[src/rtl/mfp_ahb_lite_ram_arbiter.sv]
// mfp_ahb_lite_ram_arbiter: shares one AHB-Lite RAM slave between two masters,
// issuing held transfers to the slave one at a time with no slave-side pipelining.
module mfp_ahb_lite_ram_arbiter #(
   parameter bit ROUND_ROBIN = 1'b1,
   parameter int ADDR_WIDTH  = 32
) (
   input  logic                  HCLK,
   input  logic                  HRESETn,
   input  logic                  M0_HSEL,
   input  logic [ADDR_WIDTH-1:0] M0_HADDR,
   input  logic [2:0]            M0_HSIZE,
   input  logic [1:0]            M0_HTRANS,
   input  logic                  M0_HWRITE,
   input  logic [31:0]           M0_HWDATA,
   output logic [31:0]           M0_HRDATA,
   output logic                  M0_HREADY,
   output logic                  M0_HRESP,
   input  logic                  M1_HSEL,
   input  logic [ADDR_WIDTH-1:0] M1_HADDR,
   input  logic [2:0]            M1_HSIZE,
   input  logic [1:0]            M1_HTRANS,
   input  logic                  M1_HWRITE,
   input  logic [31:0]           M1_HWDATA,
   output logic [31:0]           M1_HRDATA,
   output logic                  M1_HREADY,
   output logic                  M1_HRESP,
   output logic                  S_HSEL,
   output logic [ADDR_WIDTH-1:0] S_HADDR,
   output logic [2:0]            S_HSIZE,
   output logic [1:0]            S_HTRANS,
   output logic                  S_HWRITE,
   output logic [31:0]           S_HWDATA,
   input  logic [31:0]           S_HRDATA,
   input  logic                  S_HREADY,
   input  logic                  S_HRESP
);
   typedef enum logic [1:0] {ST_IDLE, ST_ADDR, ST_DATA} state_t;
   state_t                state;
   logic [1:0]            pend, cap, own, done, pend_nx, hready, wr;
   logic                  owner_vld, owner, rr_ptr, win, data_ph;
   logic [ADDR_WIDTH-1:0] addr [2];
   logic [2:0]            size [2];
   logic [31:0]           rdata [2];

   assign data_ph = state == ST_DATA;
   assign own     = owner_vld ? (owner ? 2'b10 : 2'b01) : 2'b00;
   assign done    = (data_ph && S_HREADY) ? own : 2'b00;
   assign hready  = ~(pend | own) | done;
   assign cap     = {M1_HSEL & M1_HTRANS[1], M0_HSEL & M0_HTRANS[1]} & hready;
   // an owner capturing on its own completion edge keeps its pending flag
   assign pend_nx = (pend & ~done) | cap;
   assign win     = (pend_nx == 2'b10) | (pend_nx == 2'b11 && ROUND_ROBIN && rr_ptr);

   always_ff @(posedge HCLK or negedge HRESETn)
      if (!HRESETn) begin
         state     <= ST_IDLE;
         pend      <= '0;
         owner_vld <= 1'b0;
         owner     <= 1'b0;
         rr_ptr    <= 1'b0;
         wr        <= '0;
         addr      <= '{default: '0};
         size      <= '{default: '0};
         rdata     <= '{default: '0};
      end else begin
         pend <= pend_nx;
         if (cap[0]) begin
            addr[0] <= M0_HADDR;
            size[0] <= M0_HSIZE;
            wr[0]   <= M0_HWRITE;
         end
         if (cap[1]) begin
            addr[1] <= M1_HADDR;
            size[1] <= M1_HSIZE;
            wr[1]   <= M1_HWRITE;
         end
         if (done[0]) rdata[0] <= S_HRDATA;
         if (done[1]) rdata[1] <= S_HRDATA;
         if ((state == ST_IDLE || done != 2'b00) && pend_nx != 2'b00) begin
            state     <= ST_ADDR;
            owner_vld <= 1'b1;
            owner     <= win;
            rr_ptr    <= ~win;
         end else if (done != 2'b00) begin
            state     <= ST_IDLE;
            owner_vld <= 1'b0;
         end else if (state == ST_ADDR && S_HREADY)
            state <= ST_DATA;
      end

   assign S_HSEL    = state == ST_ADDR;
   assign S_HTRANS  = S_HSEL ? 2'b10 : 2'b00;
   assign S_HADDR   = S_HSEL ? addr[owner] : '0;
   assign S_HSIZE   = S_HSEL ? size[owner] : 3'b000;
   assign S_HWRITE  = S_HSEL & wr[owner];
   assign S_HWDATA  = data_ph ? (owner ? M1_HWDATA : M0_HWDATA) : '0;
   assign M0_HREADY = hready[0];
   assign M1_HREADY = hready[1];
   assign M0_HRDATA = (own[0] && data_ph) ? S_HRDATA : rdata[0];
   assign M1_HRDATA = (own[1] && data_ph) ? S_HRDATA : rdata[1];
   assign M0_HRESP  = own[0] & data_ph & S_HRESP;
   assign M1_HRESP  = own[1] & data_ph & S_HRESP;
endmodule
[config.mk]
export PLATFORM = sky130hd
export DESIGN_NAME = mfp_ahb_lite_ram_arbiter
export DESIGN_NICKNAME = d
export VERILOG_FILES = /design/src/rtl/mfp_ahb_lite_ram_arbiter.sv
export SDC_FILE = /design/constraint.sdc
export NUM_CORES = 1
export LEC_CHECK = 0
export ABC_AREA = 1
export CAP_MARGIN = 20
export CORE_ASPECT_RATIO = 0.6
export CORE_UTILIZATION = 44
export CTS_BUF_LIST = sky130_fd_sc_hd__clkbuf_8
export CTS_CLUSTER_SIZE = 30
export DETAILED_ROUTE_END_ITERATION = 10
export PLACE_DENSITY = 0.93
export SYNTH_ARGS = -nofsm -noshare
export SYNTH_HDL_FRONTEND = slang
export SYNTH_SLANG_ARGS = --single-unit
[constraint.sdc]
create_clock -name HCLK -period 1.7 [get_ports HCLK]
set_input_delay 0.17 -clock HCLK [delete_from_list [all_inputs] [get_ports HCLK]]
set_output_delay 0.17 -clock HCLK [all_outputs]
set_load 0.05 [all_outputs]
==> run metrics, run 1 <==
Log Error [ERROR GRT-0232] Routing congestion too high. Check the congestion heatmap in the GUI.; Distinct cells, synth 27; H-Tree Depth 4; starting density of the core 0.460; Sink Count 143; Num CTS Buffers 17; Worst EP kind output port; Fail Step 5_1_grt; antenna violations before repair 6; Rows 35; Syn Area/Cell 8.69 µm²; Die Wd 167 µm; sequential fraction of the synthesis area 0.496; Max clock buf depth 2; cell count after synthesis 831; worst setup endpoint GRT M0_HRDATA[3]; Syn. warnings 0; gr ovfl total 916; IO Count 317; outcome stopped before the end; Mapped Nets 1,009; HPWL after detailed placement 21,200 µm; Post-Syn Area 7220 µm²; largest net degree at the start of global routing 69; Port-buffer cells 313; #FFs+latches synth 143; root buffer cell clkbuf_8; Tot GR Track Use 0.923; Die H 101 µm; GPL Wtd Cong 0.862
per-stage QoR:
stage,setup slack [ns],hold slack [ns],std cells,instance area (µm²)
3_3_place_gp,0.00435,0.0865,1326,13200
3_5_place_dp,-0.101,0.0920,1326,13200
2_1_floorplan,-0.210,-0.126,831,8320
4_1_cts,-0.382,0.173,1389,14700
cell usage after synthesis:
cell type    n  area [µm²]
nand3_4      2        35.0
nand2_2      4        25.0
o21ai_0     96         480
a21oi_1    102         510
inv_1       50         188
o211ai_1     1        7.51
clkinv_1     1        3.75
mux2_2      42         473
buf_1        5        18.8
buf_6        7        78.8
nor3_1       1        5.00
inv_2        3        11.3
nand2_1    252         946
nor2_1      38         143
nor2_2       1        6.26
mux2_4      30         450
o21ai_1      4        20.0
clkbuf_1    20        75.1
inv_4        1        6.26
nand3_2      1        10.0
buf_4        4        30.0
buf_2       18        90.1
o21ai_2      1        8.76
dfrtp_1    143        3580
clkbuf_2     1        5.00
conb_1       1        3.75
nand3_1      2        10.0
layer usage:
layer,track usage,overflow
met1,0.833,15
met2,1.18,614
met4,1.12,284
met3,0.734,3
met5,0.274,0
what timing repair did:
| item | 4_1_cts |
|---|---|
| cloned | 12 |
| endpoints found under the setup margin | 157 |
| hold buffers | 1 |
| pin swaps | 19 |
| gates resized for setup | 126 |
| setup buffers | 19 |
| endpoints found under the hold margin | 131 |
cell families after synthesis:
| group | share of synthesized area |
|---|---|
| simple gates | 0.163 |
| compound gates | 0.142 |
| flops | 0.496 |
| buf+inv | 0.0702 |
| mux | 0.128 |
| other cells | 0.000519 |
==> inputs of run 2 (changes only) <==
--- a/config.mk
+++ b/config.mk
@@ -7,12 +7,9 @@
 export LEC_CHECK = 0
 export ABC_AREA = 1
 export CAP_MARGIN = 20
-export CORE_ASPECT_RATIO = 0.6
-export CORE_UTILIZATION = 44
-export CTS_BUF_LIST = sky130_fd_sc_hd__clkbuf_8
-export CTS_CLUSTER_SIZE = 30
+export CORE_UTILIZATION = 35
 export DETAILED_ROUTE_END_ITERATION = 10
-export PLACE_DENSITY = 0.93
+export PLACE_DENSITY_LB_ADDON = 0.15
 export SYNTH_ARGS = -nofsm -noshare
 export SYNTH_HDL_FRONTEND = slang
 export SYNTH_SLANG_ARGS = --single-unit
==> run metrics, run 2 <==
Tot GR Track Use 0.270; GR Util met2 0.468; cell-internal power 19.2 mW; Vias/cell 5.17; sequential fraction of the synthesis area 0.496 (unchanged); Worst Path Required 1.53 ns; largest net degree at the start of global routing 69; most frequent cells after synthesis nand2_1 (252), dfrtp_1 (143), a21oi_1 (102) (unchanged); number of synthesized flops with an enable pin 0 (unchanged); commonest non-fill, non-tap cell in the layout nand2_1; Fin Setup TNS -48.61 ns; IO Count 317 (unchanged); Worst Path Max Fanout 5; area occupied by multi-input gates 4890 µm²; cell taking the most area after synthesis dfrtp_1 (unchanged); Inst Count DP 1,397 (was 1,326); starting density of the core 0.357 (was 0.460); Sink Count 143 (unchanged); die area 21,200 µm²; CP startpoint state[0]; Post-DRT Antenna Nets 0; Setup-failing EPs final 241; worst reg2reg endpoint rdata[34]; Logic pwr share 0.731; max cap viols 0; Area after DPL 13,300 µm² (was 13,200 µm²); count leader, synth nand2_1 (unchanged); Die H 146 µm (was 101 µm); HPWL after detailed placement 17,900 µm (was 21,200 µm); fin crit share 1.24; DRT Pass-1 Iters 5; R2R Path Start state[0]; CTS tree done; Async SR Flop Fraction 1.00 (unchanged); Port-buffer cells 313 (unchanged); HP Class in2async; Num CTS Buffers 17 (unchanged); outcome finished with violations (was stopped before the end); most frequent cells in the layout nand2_1 (227), clkdlybuf4s50_1 (174), buf_12 (160); initial drt markers 396; Distinct cells, synth 27 (unchanged); hold slack 0.227 ns; layout cells sized above 1 0.457; post-route minimum period 2.11 ns; #FFs+latches synth 143 (unchanged); Hold Violations, Final 0; CP Capture Type output pin; ranking of synthesized cells by area dfrtp_1 (50%), nand2_1 (13%), a21oi_1 (7.1%), o21ai_0 (6.7%), mux2_2 (6.6%) (unchanged); leakage power 6.73 nW; total chip power 36.1 mW; Mapped Nets 1,009 (unchanged); Core ar. 20,200 µm²; top_reg_cell synth dfrtp_1 (unchanged); cell count after synthesis 831 (unchanged); vias in the first global route 7,821; design area 15,900 µm²; Largest regs addr (64), rdata (64), size (6); Worst Path Arrival 1.94 ns; worst IR drop on VDD 0.00176 V; Syn. warnings 0 (unchanged); Max clock buf depth 2 (unchanged); grt met3 use 0.0846; antenna violations before repair 1; Critical Path Start Type flip-flop; Crit Path Class reg2out; GRT Max-Usage Layer met2; synthesis-to-layout area growth 120%; Post-Syn Area 7220 µm² (unchanged); gr ovfl total 0; Syn Area/Cell 8.69 µm² (unchanged); fmax 0.475 GHz; switching power of the nets 16.8 mW; crit path to M0_HRDATA[4]; DRC violations left 0; sequential share of power 0.170; final-report max-slew violation count 0; Reg2Reg Depth 12; Synth top area share 0.496 (unchanged); Post-Layout Cell Count 1,498; global-route wire length before repair 43,800 µm; Die Wd 146 µm (was 167 µm); r2r setup slk -0.31 ns; Max Clock Skew 0.0140 ns; per-cell routed wire length 21.6 µm; clock transition at the registers of the reported paths 0.07 ns; Power per Cell Area 2270 nW/µm²; Setup WS post-layout -0.407 ns; GPL Wtd Cong 0.756 (was 0.862); fillcell total 1,220; H-Tree Depth 4 (unchanged); Global Route met1 Usage 0.300; clk_lat worst skew 0.43 ns; switch share 0.467; drt total wl 32,400 µm; Reg area 3580 µm²; root buffer cell clkbuf_16 (was clkbuf_8); failing checks setup timing; Vias 7,750; fin nets 1,392; Rows 52 (was 35); Clk pwr share 0.099; RSZ-0062 raised after global routing true
## run 2: logic make-up after synthesis
logic type | synth area share
AOI/OAI and AO/OA | 0.142
buffers and inverters | 0.0702
DFF | 0.496
muxes | 0.128
other | 0.000519
and+or+nand+nor | 0.163
## run 2: stage by stage
step | worst slack (ns) | utilization
global placement | -0.00402 | 0.658
global route | -0.453 | 0.786
finish | -0.407 | 0.786
CTS | -0.336 | 0.740
floorplan | -0.210 | -
detailed placement | -0.0321 | 0.658
## run 2: metal layers
metal / wire length, µm / vias to the layer above / share of wire
li1: - / 3496 / -
met1: 12400 / 3848 / 0.38
met2: 16400 / 321 / 0.51
met3: 2110 / 85 / 0.065
met4: 1490 / 0 / 0.046
met5: 0 / - / 0
## run 2: how the worst min path moves through the flow
stage                 start  endpoint  cells after the start  slack [ns]
detailed placement  HRESETn  addr[40]                      1        0.12
floorplan           HRESETn   addr[0]                      0       -0.13
CTS                 HRESETn  addr[40]                      2        0.25
global placement    HRESETn  addr[38]                      1        0.12
global route        HRESETn  addr[40]                      2        0.26
finish              HRESETn  addr[40]                      2        0.23
## run 2: layout make-up
type,count,share of cell area
Antenna cell,1,0.000157
Clock buffer,17,0.0267
Clock inverter,15,0.00802
Inverter,55,0.0161
Multi-Input combinational cell,580,0.307
Sequential cell,143,0.225
Tap cell,270,0.0212
Timing Repair Buffer,415,0.394
Timing Repair inverter,2,0.00110
## run 2: timing repair
| action | in CTS | in global routing |
|---|---|---|
| setup buffers | 24 | 12 |
| gates cloned | 13 | 20 |
| pin swaps | 7 | 18 |
| hold buffers | 1 | 0 |
| hold endpoints to repair | 37 | 0 |
| setup endpoints to repair | 147 | 225 |
| resized for setup | 123 | 124 |
## run 2: critical path, cell delays in order, from the launching register on
cell and delay, ns:
dfrtp_2 0.45, inv_4 0.10, nand2_4 0.07, nor2_4 0.18
buf_6 0.18, clkbuf_16 0.18, nor2_4 0.04, a21oi_4 0.15
buf_12 0.16
## run 2: power by group through the flow
stage          Clock (mW)  Combinational [mW]  Sequential [mW]
4_1_cts              3.61                24.4             5.93
6_report             3.58                26.4             6.13
3_5_place_dp            0                21.9             5.95
2_1_floorplan           0                12.7             5.69
5_1_grt              3.77                27.3             6.31
3_3_place_gp            0                21.6             5.88
No activity file was read; power rests on OpenSTA's default activity.
